### config.mk
export PLATFORM = sky130hd
export DESIGN_NAME = uoe_csr_mc
export DESIGN_NICKNAME = d
export VERILOG_FILES = /design/src/rtl/uoe_csr_mc_pkg.sv /design/src/rtl/uoe_csr_ch_bank.sv /design/src/rtl/uoe_csr_mc.sv
export SDC_FILE = /design/constraint.sdc
export NUM_CORES = 2
export LEC_CHECK = 0
export ABC_AREA = 1
export CAP_MARGIN = 0
export CELL_PAD_IN_SITES_DETAIL_PLACEMENT = 0
export CELL_PAD_IN_SITES_GLOBAL_PLACEMENT = 2
export CORE_AREA = 4 4 332 660
export DETAILED_ROUTE_END_ITERATION = 10
export DIE_AREA = 0 0 336 664
export GPL_TIMING_DRIVEN = 0
export PLACE_DENSITY = 0.93
export SETUP_SLACK_MARGIN = 0.5
export SYNTH_ARGS = -nofsm -noshare
export SYNTH_HDL_FRONTEND = slang
export SYNTH_SLANG_ARGS = --single-unit
### constraint.sdc
create_clock -name clk -period 3.6 [get_ports clk]
set_clock_uncertainty 0.15 [all_clocks]
set_input_delay 0.36 -clock clk [delete_from_list [all_inputs] [get_ports clk]]
set_output_delay 0.36 -clock clk [all_outputs]
set_load 0.1 [all_outputs]
### src/rtl/uoe_csr_mc_pkg.sv
`default_nettype none
// ============================================================================
//  Module   : uoe_csr_mc_pkg
//  Purpose  : Shared constants, register offsets and channel config struct
//             for the multi-channel UDP offload engine CSR block.
//  Revision : 1.0  initial release
// ============================================================================
package uoe_csr_mc_pkg;

    // DFH: {feature_type, reserved, eol, next_offset, revision, feature_id}
    localparam logic [63:0] DFH_HEADER          = {4'h1, 19'h0, 1'b1, 24'h0, 4'h0, 12'h0A1};
    localparam logic [63:0] ID_LO               = 64'h8D7B_4A24_93E6_10B1;
    localparam logic [63:0] ID_HI               = 64'h5C4D_A3F2_01E7_4C3A;
    localparam logic [63:0] NEXT_AFU_OFFSET     = 64'h0;
    localparam logic [63:0] REG_RD_BADADDR_DATA = 64'hBAAD_BEEF_DEAD_BEEF;

    localparam logic [3:0] G_DFH         = 4'd0;
    localparam logic [3:0] G_ID_LO       = 4'd1;
    localparam logic [3:0] G_ID_HI       = 4'd2;
    localparam logic [3:0] G_NEXT_AFU    = 4'd3;
    localparam logic [3:0] G_SCRATCHPAD  = 4'd4;
    localparam logic [3:0] G_NUM_CH      = 4'd5;

    localparam logic [3:0] CH_FPGA_MAC   = 4'd0;
    localparam logic [3:0] CH_FPGA_IP    = 4'd1;
    localparam logic [3:0] CH_FPGA_PORT  = 4'd2;
    localparam logic [3:0] CH_NETMASK    = 4'd3;
    localparam logic [3:0] CH_HOST_MAC   = 4'd4;
    localparam logic [3:0] CH_HOST_IP    = 4'd5;
    localparam logic [3:0] CH_HOST_PORT  = 4'd6;
    localparam logic [3:0] CH_PAYLOAD    = 4'd7;
    localparam logic [3:0] CH_CHECKSUM   = 4'd8;
    localparam logic [3:0] CH_RESET      = 4'd9;
    localparam logic [3:0] CH_STATUS     = 4'd10;
    localparam logic [3:0] CH_MISC       = 4'd11;
    localparam logic [3:0] CH_COMMIT     = 4'd12;
    localparam logic [3:0] CH_TX_PKT_CNT = 4'd13;
    localparam logic [3:0] CH_RX_PKT_CNT = 4'd14;

    typedef struct packed {
        logic [47:0] fpga_mac;
        logic [31:0] fpga_ip;
        logic [15:0] fpga_port;
        logic [31:0] netmask;
        logic [47:0] host_mac;
        logic [31:0] host_ip;
        logic [15:0] host_port;
        logic [15:0] payload;
        logic [15:0] checksum;
        logic [63:0] misc;
    } ch_cfg_t;

    function automatic logic [63:0] apply_be(input logic [63:0] old_val,
                                             input logic [63:0] wdata,
                                             input logic [7:0]  be);
        logic [63:0] merged;
        merged = old_val;
        for (int i = 0; i < 8; i++) begin
            if (be[i]) merged[i*8 +: 8] = wdata[i*8 +: 8];
        end
        return merged;
    endfunction

    // Words that live in the shadow/active pair and are subject to commit
    function automatic logic is_cfg_word(input logic [3:0] word);
        return (word <= CH_CHECKSUM) || (word == CH_MISC);
    endfunction

endpackage
`default_nettype wire

### src/rtl/uoe_csr_ch_bank.sv
`default_nettype none
// ============================================================================
//  Module   : uoe_csr_ch_bank
//  Purpose  : One channel register bank: shadow/active config with commit,
//             self-timed reset pulses, clear-on-read packet counters.
//  Revision : 1.0  initial release
// ============================================================================
module uoe_csr_ch_bank
    import uoe_csr_mc_pkg::*;
#(
    parameter int RST_PULSE_CYCLES = 16,
    parameter int CNT_W            = 32
) (
    input  logic        clk,
    input  logic        rst,
    input  logic        i_wr_en,
    input  logic        i_rd_en,
    input  logic [3:0]  i_word,
    input  logic [63:0] i_wdata,
    input  logic [7:0]  i_be,
    input  logic [31:0] i_tx_status,
    input  logic [31:0] i_rx_status,
    input  logic        i_tx_pkt_done,
    input  logic        i_rx_pkt_done,
    output ch_cfg_t     o_active,
    output logic        o_csr_rst,
    output logic        o_tx_rst,
    output logic        o_rx_rst,
    output logic [63:0] o_rd_data
);

    localparam int             PW         = $clog2(RST_PULSE_CYCLES + 1);
    localparam logic [PW-1:0]  C_PULSE_LD = PW'(RST_PULSE_CYCLES);

    ch_cfg_t            r_shadow;
    ch_cfg_t            r_active;
    logic               r_pending;
    logic [PW-1:0]      r_pulse [3];
    logic [CNT_W-1:0]   r_tx_cnt;
    logic [CNT_W-1:0]   r_rx_cnt;

    logic               w_cfg_wr;
    logic               w_commit;
    logic               w_rst_wr;
    logic               w_tx_clr;
    logic               w_rx_clr;
    logic [63:0]        w_shadow_word;
    logic [63:0]        w_merged;

    assign w_cfg_wr = i_wr_en && is_cfg_word(i_word);
    assign w_commit = i_wr_en && (i_word == CH_COMMIT) && i_be[0] && i_wdata[0];
    assign w_rst_wr = i_wr_en && (i_word == CH_RESET) && i_be[0];
    assign w_tx_clr = i_rd_en && (i_word == CH_TX_PKT_CNT);
    assign w_rx_clr = i_rd_en && (i_word == CH_RX_PKT_CNT);

    always_comb begin
        w_shadow_word = '0;
        case (i_word)
            CH_FPGA_MAC:  w_shadow_word = 64'(r_shadow.fpga_mac);
            CH_FPGA_IP:   w_shadow_word = 64'(r_shadow.fpga_ip);
            CH_FPGA_PORT: w_shadow_word = 64'(r_shadow.fpga_port);
            CH_NETMASK:   w_shadow_word = 64'(r_shadow.netmask);
            CH_HOST_MAC:  w_shadow_word = 64'(r_shadow.host_mac);
            CH_HOST_IP:   w_shadow_word = 64'(r_shadow.host_ip);
            CH_HOST_PORT: w_shadow_word = 64'(r_shadow.host_port);
            CH_PAYLOAD:   w_shadow_word = 64'(r_shadow.payload);
            CH_CHECKSUM:  w_shadow_word = 64'(r_shadow.checksum);
            CH_MISC:      w_shadow_word = r_shadow.misc;
            default:      w_shadow_word = '0;
        endcase
    end

    // Merge on the full 64-bit view, then truncate to the field width
    assign w_merged = apply_be(w_shadow_word, i_wdata, i_be);

    always_ff @(posedge clk) begin
        if (rst) begin
            r_shadow  <= '0;
            r_active  <= '0;
            r_pending <= 1'b0;
        end else if (w_cfg_wr) begin
            r_pending <= 1'b1;
            case (i_word)
                CH_FPGA_MAC:  r_shadow.fpga_mac  <= w_merged[47:0];
                CH_FPGA_IP:   r_shadow.fpga_ip   <= w_merged[31:0];
                CH_FPGA_PORT: r_shadow.fpga_port <= w_merged[15:0];
                CH_NETMASK:   r_shadow.netmask   <= w_merged[31:0];
                CH_HOST_MAC:  r_shadow.host_mac  <= w_merged[47:0];
                CH_HOST_IP:   r_shadow.host_ip   <= w_merged[31:0];
                CH_HOST_PORT: r_shadow.host_port <= w_merged[15:0];
                CH_PAYLOAD:   r_shadow.payload   <= w_merged[15:0];
                CH_CHECKSUM:  r_shadow.checksum  <= w_merged[15:0];
                CH_MISC:      r_shadow.misc      <= w_merged;
                default:      ;
            endcase
        end else if (w_commit) begin
            r_active  <= r_shadow;
            r_pending <= 1'b0;
        end
    end

    // Index 2 = csr, 1 = tx, 0 = rx, matching the RESET word bit layout
    always_ff @(posedge clk) begin
        if (rst) begin
            for (int i = 0; i < 3; i++) r_pulse[i] <= '0;
        end else begin
            for (int i = 0; i < 3; i++) begin
                if (w_rst_wr && i_wdata[i]) begin
                    r_pulse[i] <= C_PULSE_LD;
                end else if (r_pulse[i] != '0) begin
                    r_pulse[i] <= r_pulse[i] - PW'(1);
                end
            end
        end
    end

    // A read clears the counter but keeps a strobe landing on the same edge
    always_ff @(posedge clk) begin
        if (rst) begin
            r_tx_cnt <= '0;
            r_rx_cnt <= '0;
        end else begin
            if (w_tx_clr) begin
                r_tx_cnt <= CNT_W'(i_tx_pkt_done);
            end else if (i_tx_pkt_done && (r_tx_cnt != '1)) begin
                r_tx_cnt <= r_tx_cnt + CNT_W'(1);
            end
            if (w_rx_clr) begin
                r_rx_cnt <= CNT_W'(i_rx_pkt_done);
            end else if (i_rx_pkt_done && (r_rx_cnt != '1)) begin
                r_rx_cnt <= r_rx_cnt + CNT_W'(1);
            end
        end
    end

    assign o_active  = r_active;
    assign o_csr_rst = (r_pulse[2] != '0);
    assign o_tx_rst  = (r_pulse[1] != '0);
    assign o_rx_rst  = (r_pulse[0] != '0);

    always_comb begin
        o_rd_data = REG_RD_BADADDR_DATA;
        if (is_cfg_word(i_word)) begin
            o_rd_data = w_shadow_word;
        end else begin
            case (i_word)
                CH_RESET:      o_rd_data = {61'b0, o_csr_rst, o_tx_rst, o_rx_rst};
                CH_STATUS:     o_rd_data = {i_tx_status, i_rx_status};
                CH_COMMIT:     o_rd_data = {63'b0, r_pending};
                CH_TX_PKT_CNT: o_rd_data = 64'(r_tx_cnt);
                CH_RX_PKT_CNT: o_rd_data = 64'(r_rx_cnt);
                default:       o_rd_data = REG_RD_BADADDR_DATA;
            endcase
        end
    end

endmodule
`default_nettype wire

### src/rtl/uoe_csr_mc.sv
`default_nettype none
// ============================================================================
//  Module   : uoe_csr_mc
//  Purpose  : Multi-channel UOE CSR: Avalon-MM decode, global DFH region and
//             NUM_CHANNELS per-channel banks behind one 64-bit slave.
//  Revision : 1.0  initial release
// ============================================================================
module uoe_csr_mc
    import uoe_csr_mc_pkg::*;
#(
    parameter int NUM_CHANNELS     = 2,
    parameter int ADDR_W           = 16,
    parameter int CH_STRIDE_BYTES  = 256,
    parameter int RST_PULSE_CYCLES = 16,
    parameter int CNT_W            = 32
) (
    input  logic                         clk,
    input  logic                         rst,
    input  logic [ADDR_W-1:0]            avmm_address,
    input  logic                         avmm_read,
    input  logic                         avmm_write,
    input  logic [63:0]                  avmm_writedata,
    input  logic [7:0]                   avmm_byteenable,
    output logic [63:0]                  avmm_readdata,
    output logic                         avmm_readdatavalid,
    output logic                         avmm_waitrequest,
    output logic [NUM_CHANNELS*48-1:0]   ch_fpga_mac,
    output logic [NUM_CHANNELS*32-1:0]   ch_fpga_ip,
    output logic [NUM_CHANNELS*32-1:0]   ch_fpga_netmask,
    output logic [NUM_CHANNELS*32-1:0]   ch_host_ip,
    output logic [NUM_CHANNELS*48-1:0]   ch_host_mac,
    output logic [NUM_CHANNELS*16-1:0]   ch_fpga_port,
    output logic [NUM_CHANNELS*16-1:0]   ch_host_port,
    output logic [NUM_CHANNELS*16-1:0]   ch_payload_per_packet,
    output logic [NUM_CHANNELS*16-1:0]   ch_checksum_ip,
    output logic [NUM_CHANNELS*64-1:0]   ch_misc_ctrl,
    output logic [NUM_CHANNELS-1:0]      ch_csr_rst,
    output logic [NUM_CHANNELS-1:0]      ch_tx_rst,
    output logic [NUM_CHANNELS-1:0]      ch_rx_rst,
    input  logic [NUM_CHANNELS*32-1:0]   ch_tx_status,
    input  logic [NUM_CHANNELS*32-1:0]   ch_rx_status,
    input  logic [NUM_CHANNELS-1:0]      ch_tx_pkt_done,
    input  logic [NUM_CHANNELS-1:0]      ch_rx_pkt_done
);

    localparam int SB     = $clog2(CH_STRIDE_BYTES);
    localparam int WORD_W = SB - 3;
    localparam int REG_W  = ADDR_W - SB;

    logic [REG_W-1:0]        w_region;
    logic [WORD_W-1:0]       w_word;
    logic [3:0]              w_word4;
    logic                    w_word_ok;
    logic                    w_is_global;
    logic [NUM_CHANNELS-1:0] w_ch_hit;
    logic [63:0]             w_ch_rd [NUM_CHANNELS];
    logic [63:0]             w_rd_mux;
    logic                    w_unused;

    logic [63:0]             r_readdata;
    logic                    r_readdatavalid;
    logic [63:0]             r_scratch;

    // Region 0 is the global DFH block; region c+1 is channel c
    assign w_region    = avmm_address[ADDR_W-1:SB];
    assign w_word      = avmm_address[SB-1:3];
    assign w_word4     = w_word[3:0];
    assign w_word_ok   = (32'(w_word) < 32'd16);
    assign w_is_global = (w_region == '0);
    assign w_unused    = ^avmm_address[2:0];

    for (genvar c = 0; c < NUM_CHANNELS; c++) begin : g_ch
        ch_cfg_t w_active;

        assign w_ch_hit[c] = (32'(w_region) == 32'(c + 1)) && w_word_ok;

        uoe_csr_ch_bank #(
            .RST_PULSE_CYCLES (RST_PULSE_CYCLES),
            .CNT_W            (CNT_W)
        ) u_bank (
            .clk           (clk),
            .rst           (rst),
            .i_wr_en       (avmm_write && w_ch_hit[c]),
            .i_rd_en       (avmm_read && w_ch_hit[c]),
            .i_word        (w_word4),
            .i_wdata       (avmm_writedata),
            .i_be          (avmm_byteenable),
            .i_tx_status   (ch_tx_status[c*32 +: 32]),
            .i_rx_status   (ch_rx_status[c*32 +: 32]),
            .i_tx_pkt_done (ch_tx_pkt_done[c]),
            .i_rx_pkt_done (ch_rx_pkt_done[c]),
            .o_active      (w_active),
            .o_csr_rst     (ch_csr_rst[c]),
            .o_tx_rst      (ch_tx_rst[c]),
            .o_rx_rst      (ch_rx_rst[c]),
            .o_rd_data     (w_ch_rd[c])
        );

        assign ch_fpga_mac[c*48 +: 48]           = w_active.fpga_mac;
        assign ch_fpga_ip[c*32 +: 32]            = w_active.fpga_ip;
        assign ch_fpga_netmask[c*32 +: 32]       = w_active.netmask;
        assign ch_host_ip[c*32 +: 32]            = w_active.host_ip;
        assign ch_host_mac[c*48 +: 48]           = w_active.host_mac;
        assign ch_fpga_port[c*16 +: 16]          = w_active.fpga_port;
        assign ch_host_port[c*16 +: 16]          = w_active.host_port;
        assign ch_payload_per_packet[c*16 +: 16] = w_active.payload;
        assign ch_checksum_ip[c*16 +: 16]        = w_active.checksum;
        assign ch_misc_ctrl[c*64 +: 64]          = w_active.misc;
    end

    always_ff @(posedge clk) begin
        if (rst) begin
            r_scratch <= '0;
        end else if (avmm_write && w_is_global && w_word_ok && (w_word4 == G_SCRATCHPAD)) begin
            r_scratch <= apply_be(r_scratch, avmm_writedata, avmm_byteenable);
        end
    end

    always_comb begin
        w_rd_mux = REG_RD_BADADDR_DATA;
        if (w_is_global && w_word_ok) begin
            case (w_word4)
                G_DFH:        w_rd_mux = DFH_HEADER;
                G_ID_LO:      w_rd_mux = ID_LO;
                G_ID_HI:      w_rd_mux = ID_HI;
                G_NEXT_AFU:   w_rd_mux = NEXT_AFU_OFFSET;
                G_SCRATCHPAD: w_rd_mux = r_scratch;
                G_NUM_CH:     w_rd_mux = 64'(NUM_CHANNELS);
                default:      w_rd_mux = REG_RD_BADADDR_DATA;
            endcase
        end
        for (int c = 0; c < NUM_CHANNELS; c++) begin
            if (w_ch_hit[c]) w_rd_mux = w_ch_rd[c];
        end
    end

    // Sampling the mux at the request edge yields the pre-write value
    always_ff @(posedge clk) begin
        if (rst) begin
            r_readdata      <= '0;
            r_readdatavalid <= 1'b0;
        end else begin
            r_readdata      <= avmm_read ? w_rd_mux : '0;
            r_readdatavalid <= avmm_read;
        end
    end

    assign avmm_readdata      = r_readdata;
    assign avmm_readdatavalid = r_readdatavalid;
    assign avmm_waitrequest   = 1'b0;

endmodule
`default_nettype wire

* Word level (Yosys, flattened, before mapping) *
Memories as Yosys holds them, arrays and structs flattened.
Index checks and enable logic that the tools add are counted.

operators by class
  add/sub/neg operators = 10
  $lt $le $gt $ge = 2
  equal/unequal tests = 20
  muxes and demuxes = 94
  bitwise operators = 15
  reduce and logical (&&, ||, !) cells = 86

operators by type and width
  operator                                                             number
  64-bit case mux with 10 select lines                                 2
  64-bit case mux with 5 select lines                                  2
  64-bit case mux with 6 select lines                                  1
  64-bit 2-to-1 mux                                                    5
  32-bit by 1-bit adder with 32-bit output (second input constant)     4
  8-bit 2-to-1 mux                                                     16
  32-bit != test (second input constant)                               4
  5-bit 2-to-1 mux                                                     12
  2-bit AND reduction                                                  30
  1-bit 2-to-1 mux                                                     56
  1-bit logical AND                                                    36
  5-bit nonzero test                                                   6
  5-bit by 1-bit subtractor with 5-bit output (second input constant)  6
  4-bit == test (second input constant)                                7
  4-bit by 3-bit == test with 1-bit output (second input constant)     4
  1-bit bitwise OR                                                     12
  2-bit nonzero test                                                   6
  2-bit OR reduction                                                   5
  4-bit by 2-bit == test with 1-bit output (second input constant)     2
  8-bit by 1-bit == test with 1-bit output (second input constant)     1
  8-bit by 2-bit == test with 1-bit output (second input constant)     1
  8-bit logical NOT                                                    1
  5-bit < comparator (second input constant)                           1
  4-bit by 1-bit == test with 1-bit output (second input constant)     1
  other kinds (4)                                                      6

word-level totals
  flip-flop bits (word level) = 1539
  memory bits (writable) = 30
  output and inout bits = 712
  word-level logic and storage cells = 289
  memories = 2

memory list
  name                    depth  bits a word  read ports  clocked after memory_dff  write ports  RTL line               text
  g_ch[0].u_bank.r_pulse  3      5            3           0                         3            uoe_csr_ch_bank.sv:38  logic [PW-1:0] r_pulse [3];
  g_ch[1].u_bank.r_pulse  3      5            3           0                         3            uoe_csr_ch_bank.sv:38

* Logic depth before layout (Yosys ltp) *
  depth after elaboration = 11
  depth in mapped cells = 14
  mapped depth without buffers = 12

* Modules after synthesis *
From an unflattened synthesis, not the netlist that was laid out.

second synthesis, totals
  cells, all modules = 10131
  area total of the unflattened synthesis = 70373.7 µm²

modules (own cells, without submodules)
  module                             instances  cells each  area each (µm²)  seq. area each (µm²)
  uoe_csr_ch_bank at g_ch[0].u_bank  1          4609        32217.1          14564.0
  uoe_csr_ch_bank at g_ch[1].u_bank  1          4615        32102.0          14564.0
  uoe_csr_mc                         1          907         6054.6           2582.5

* Worst setup path after synthesis *
OpenSTA, ideal clock, no wires.

  path type = register to register
  start = reg g_ch[1].u_bank.r_rx_cnt[0]
  end = reg g_ch[1].u_bank.r_rx_cnt[21]
  data arrival time = 1.885 ns
  required time = 3.380 ns
  setup slack = 1.495 ns
  stages on the path, launching flop included = 12
  path buffers = 2
  clock period less this slack = 2.105 ns
  cells stage by stage = dfxtp_1 > ha_1 > nand2_1 > nor2_1 > nand2_1 > nor2_1 > nand2_1 > nand2_1 > buf_2 > buf_2 > nand2_1 > a21oi_1

on the way
  word-level cells in the longest chain between the ends = 2

RTL lines
  element                                                                                           RTL line                text
  start: declaration                                                                                uoe_csr_ch_bank.sv:40   logic [CNT_W-1:0] r_rx_cnt;
  start signal: assignment                                                                          uoe_csr_ch_bank.sv:129  r_rx_cnt <= CNT_W'(i_rx_pkt_done);
  start signal: assignment                                                                          uoe_csr_ch_bank.sv:131  r_rx_cnt <= r_rx_cnt + CNT_W'(1);
  parallel branches: the longest is 2 deep, another holds 32-bit by 1-bit adder with 32-bit output  --

Parallel ways; which one is timed is not known.
A chain may end at the register's enable or synchronous reset.

* Worst setup path in the final report *
  start = in avmm_address[4]
  end = reg r_readdata[16] (netlist: avmm_readdata[16])

on the way
  word-level cells in the longest chain between the ends = 5

RTL lines
  element                                      RTL line                                   text
  start: declaration                           uoe_csr_mc.sv:19                           input logic [ADDR_W-1:0] avmm_address,
  5-bit < comparator (tied with other cells)   uoe_csr_mc.sv:68                           assign w_word_ok = (32'(w_word) < 32'd16);
  1-bit logical AND (tied with other cells)    uoe_csr_mc.sv:121                          if (w_is_global && w_word_ok) begin
  64-bit 2-to-1 mux, on equally long branches  uoe_csr_mc.sv:121, uoe_csr_ch_bank.sv:143
  64-bit 2-to-1 mux                            uoe_csr_mc.sv:133                          if (w_ch_hit[c]) w_rd_mux = w_ch_rd[c];
  64-bit 2-to-1 mux (*)                        uoe_csr_mc.sv:133
  end signal: assignment                       uoe_csr_mc.sv:143                          r_readdata <= avmm_read ? w_rd_mux : '0;
  end: declaration                             uoe_csr_mc.sv:60                           logic [63:0] r_readdata;

Mark *: on every way between the ends. The rest lies on a longest branch, timed or not.

==> results.md <==
- Largest fanout of any net on the critical path: 10
- Initial DRC Count: 9,064
- Maximum clock path buffer count: 4
- CP Launch Type: input pin
- R2r startpoint: g_ch[0].u_bank.r_tx_cnt[2]
- Remaining routing DRC violations: 0
- Library cell used as clock root buffer: clkbuf_16
- Synthesized area divided by synthesized cell count: 6.78 um^2
- Count of final max-slew check failures: 11
- First-pass detailed-route iteration total: 8
- CP max stage cell: buf_2
- Data arrival, critical path: 3.88 ns
- Number of H-tree branching levels: 4
- Clock tree from TritonCTS: yes
- Crit path capture type: flip-flop
- Number of nets with antenna violations after routing: 0
- P_leak: 37.3 nW
- Synthesized netlist cell count: 10,400
- Required time of the worst setup path: 4.13 ns
- Placement-stage worst setup slack: -1.13 ns
- Tightest slew margin relative to the limit: -0.0299
- Number of enable-type register cells in the synthesized netlist: 30
- Via count of the first global-routing pass: 75,600
- Slew at the pin closest to its max-slew limit: 1.54 ns
- Most repeated library cell on the critical path: buf_2
- Flop and latch count out of synthesis: 1,569
- Synth Warn #: 0
- Cell area after technology mapping: 70,300 um^2
- Path type of the worst setup path: in -> reg
- RSZ-0062 raised after global routing: yes
- Total via count in the routed design: 79,600
- Min-delay worst type: in -> reg
- Standard cell core area: 214,000 um^2
- Top-area cell type share of the netlist area: 0.439
- Max_cap viols: 1
- Clock latency on the worst-skew pair: 0.87 ns
- Final layout net count: 11,700
- Placed cell areas: 83,000 um^2
- Cell-by-cell listing of the critical path: buf_2, nand2_2, inv_2, nand2_2, nand3_2, inv_2, buf_2, buf_2, o21ai_0, nand2_1, o21ai_0, nor2_1
- Horizontal die dimension: 336 um
- Final worst path period share: 0.932
- Maximum frequency from static timing analysis: 298 MHz
- Destination of the worst hold path: r_scratch[38]
- Min Clock Period, post-route: 3.36 ns
- Average detailed-routed wire length per instance: 34.1 um
- Worst IR Drop VDD: 0.293 mV
- Outcome: finished, violations left
- Number of clock sinks: 1,569
- Biggest cell delay along the critical path: 0.46 ns
- Average via count per standard cell: 5.53
- Pin count of the biggest net entering global routing: 17
- Rows: 240
- Count of buffers inserted at the top-level ports: 918
- Number of I/O pins: 936
- Post-synth top area cell: dfxtp_1
- Syn_nets: 10,600
- Initial antenna violation count: 55
- Detailed placer's ending HPWL: 400,000 um
- Number of setup violations in the final report: 0
- RR Endpoint: g_ch[0].u_bank.r_tx_cnt[29]
- Hold Crit Depth: 3
- Sequential share of the synthesized area: 0.451
- Most used flip-flop cell after synthesis: dfxtp_1
- Hold violation count in the final report: 0
- Cell types with the largest area share after synthesis: dfxtp_1, nand2_1, a21oi_1
- Final weighted congestion in routability-driven placement: 1.03
- Reg-to-reg slack, setup: 0.60 ns
- Area added between synthesis and finish: 26.8%
- Wire length of the first global-routing pass: 644,000 um
- Starting density of the core: 0.329
- Die Area: 223,000 um^2
- Drt total wl: 491,000 um
- Count of cell types in the netlist: 45
- Overall routing resource usage: 0.422
- Share of synthesized flip-flops with an asynchronous set or reset: 0
- Share of layout cells above drive strength 1: 0.0611
- Worst setup margin: 0.243 ns
- Summed negative setup slack over all endpoints: 0 ns
- Overall die height: 664 um
- Area of all placed cells without fillers: 89,100 um^2
- R2R cell count: 9
- Gr ovfl total: 0
- Clk slew on worst S/H paths: 0.07 ns
- Start point of the worst min-delay path: avmm_writedata[38]
- Total power density per cell area: 447 nW/um^2
- Number of buffers added by the clock tree synthesis step: 162
- Violations in the final reports: max-capacitance violations, max-slew violations
==> layout make-up <==
type	count	area, um^2
Clock buffer	215	4640
Sequential cell	1569	31700
Antenna cell	25	62.6
Multi-Input combinational cell	6937	31300
Buffer	656	2970
Inverter	1208	4540
Fill cell	22900	125000
Clock inverter	68	916
Timing Repair Buffer	943	9460
Tap cell	2783	3480
==> where the power goes <==
group	internal [W]	total, W	switching (W)	leakage, nW
sequential	0.0176	0.0177	0.000112	12.7
combinational	0.000775	0.00344	0.00267	21.8
clock	0.0106	0.0186	0.00801	2.73
==> cell families after synthesis <==
kind of cell	count (synthesis)	share of synthesized area
AO/OA/AOI/OAI	2399	0.174
XOR/XNOR	77	0.00960
adder cells (fa/ha/maj)	14	0.00249
buffers and inverters	1864	0.105
flip-flops	1569	0.451
other	1	0.0000534
AND/OR/NAND/NOR	4446	0.258
==> registers in the layout (all words and copies together) (netlist names) <==
name and count:
g_ch.u_bank.o_active 640, g_ch.u_bank.r_shadow 640, avmm_readdata 64, g_ch.u_bank.r_rx_cnt 64
g_ch.u_bank.r_tx_cnt 64, r_scratch 64, g_ch.u_bank.r_pulse 30, g_ch.u_bank.r_pending 2
avmm_readdatavalid 1
==> Yosys cell counts, types with 15 or more instances <==
cell type / number
nand2_1: 2382
dfxtp_1: 1539
a21oi_1: 1188
inv_1: 1178
nor2_1: 1160
o21ai_0: 1089
nand3_1: 735
clkbuf_1: 360
buf_2: 241
xor2_1: 62
nor3_1: 54
nand4_1: 38
buf_1: 35
edfxtp_1: 30
o211ai_1: 30
inv_2: 27
nand3b_1: 27
o21ai_1: 26
buf_4: 20
o31ai_1: 19
a31oi_1: 17
xnor2_1: 15
==> critical path, delay by kind of cell <==
kind / cells / cell delay, ns
buffers and inverters: 5 / 1.41
AND/OR/NAND/NOR: 5 / 1.57
AO/OA/AOI/OAI: 2 / 0.50
==> layout by cell type (no fill, tap or decap), types with 39 or more instances in the layout <==
cell type	n
buf_2	231
a21oi_1	1187
xor2_1	62
dfxtp_1	1532
buf_4	39
clkbuf_2	48
clkdlybuf4s50_1	886
o21ai_0	1088
inv_1	1178
clkbuf_1	328
clkbuf_16	168
nand3_1	734
nor2_1	1144
nand2_1	2372
nor3_1	52
==> repair_timing <==
action / CTS / global route
hold buffers: 12 / 0
endpoints found under the hold margin: 12 / 0
setup buffers: 7 / 3
resized for setup: 119 / 41
pin swaps: 3 / 3
setup endpoints to repair: 851 / 264
==> layer usage <==
metal | GRT usage | part of all wire | vias to the layer above
li1 | - | - | 35300
met1 | 0.454 | 0.34 | 38300
met2 | 0.690 | 0.46 | 4661
met3 | 0.0878 | 0.084 | 1341
met4 | 0.391 | 0.12 | 26
met5 | 0 | 0.00034 | -
==> how the worst max path moves through the flow <==
stage / start / to / cells past startpoint
detailed placement: avmm_address[6] / avmm_readdata[20] / 10
global placement: avmm_address[3] / avmm_readdata[20] / 9
CTS: avmm_address[3] / avmm_readdata[20] / 9
finish: avmm_address[4] / avmm_readdata[16] / 12
floorplan: g_ch[1].u_bank.r_rx_cnt[0] / g_ch[1].u_bank.r_rx_cnt[21] / 11
global route: avmm_address[3] / avmm_readdata[20] / 12
==> metrics by stage <==
stage / total power (W) / instances / utilization / hold slack [ns]
after floorplan: 0.0197 / 10400 / - / 0.284
after global placement: 0.0214 / 14100 / 0.388 / 0.300
after detailed placement: 0.0215 / 14100 / 0.388 / 0.313
after CTS: 0.0398 / 14400 / 0.416 / 0.00176
after global routing: 0.0405 / 14400 / 0.416 / 0.0217
final: 0.0398 / 14400 / 0.417 / 0.0171
Note: power is estimated with default switching activity, not from simulation.
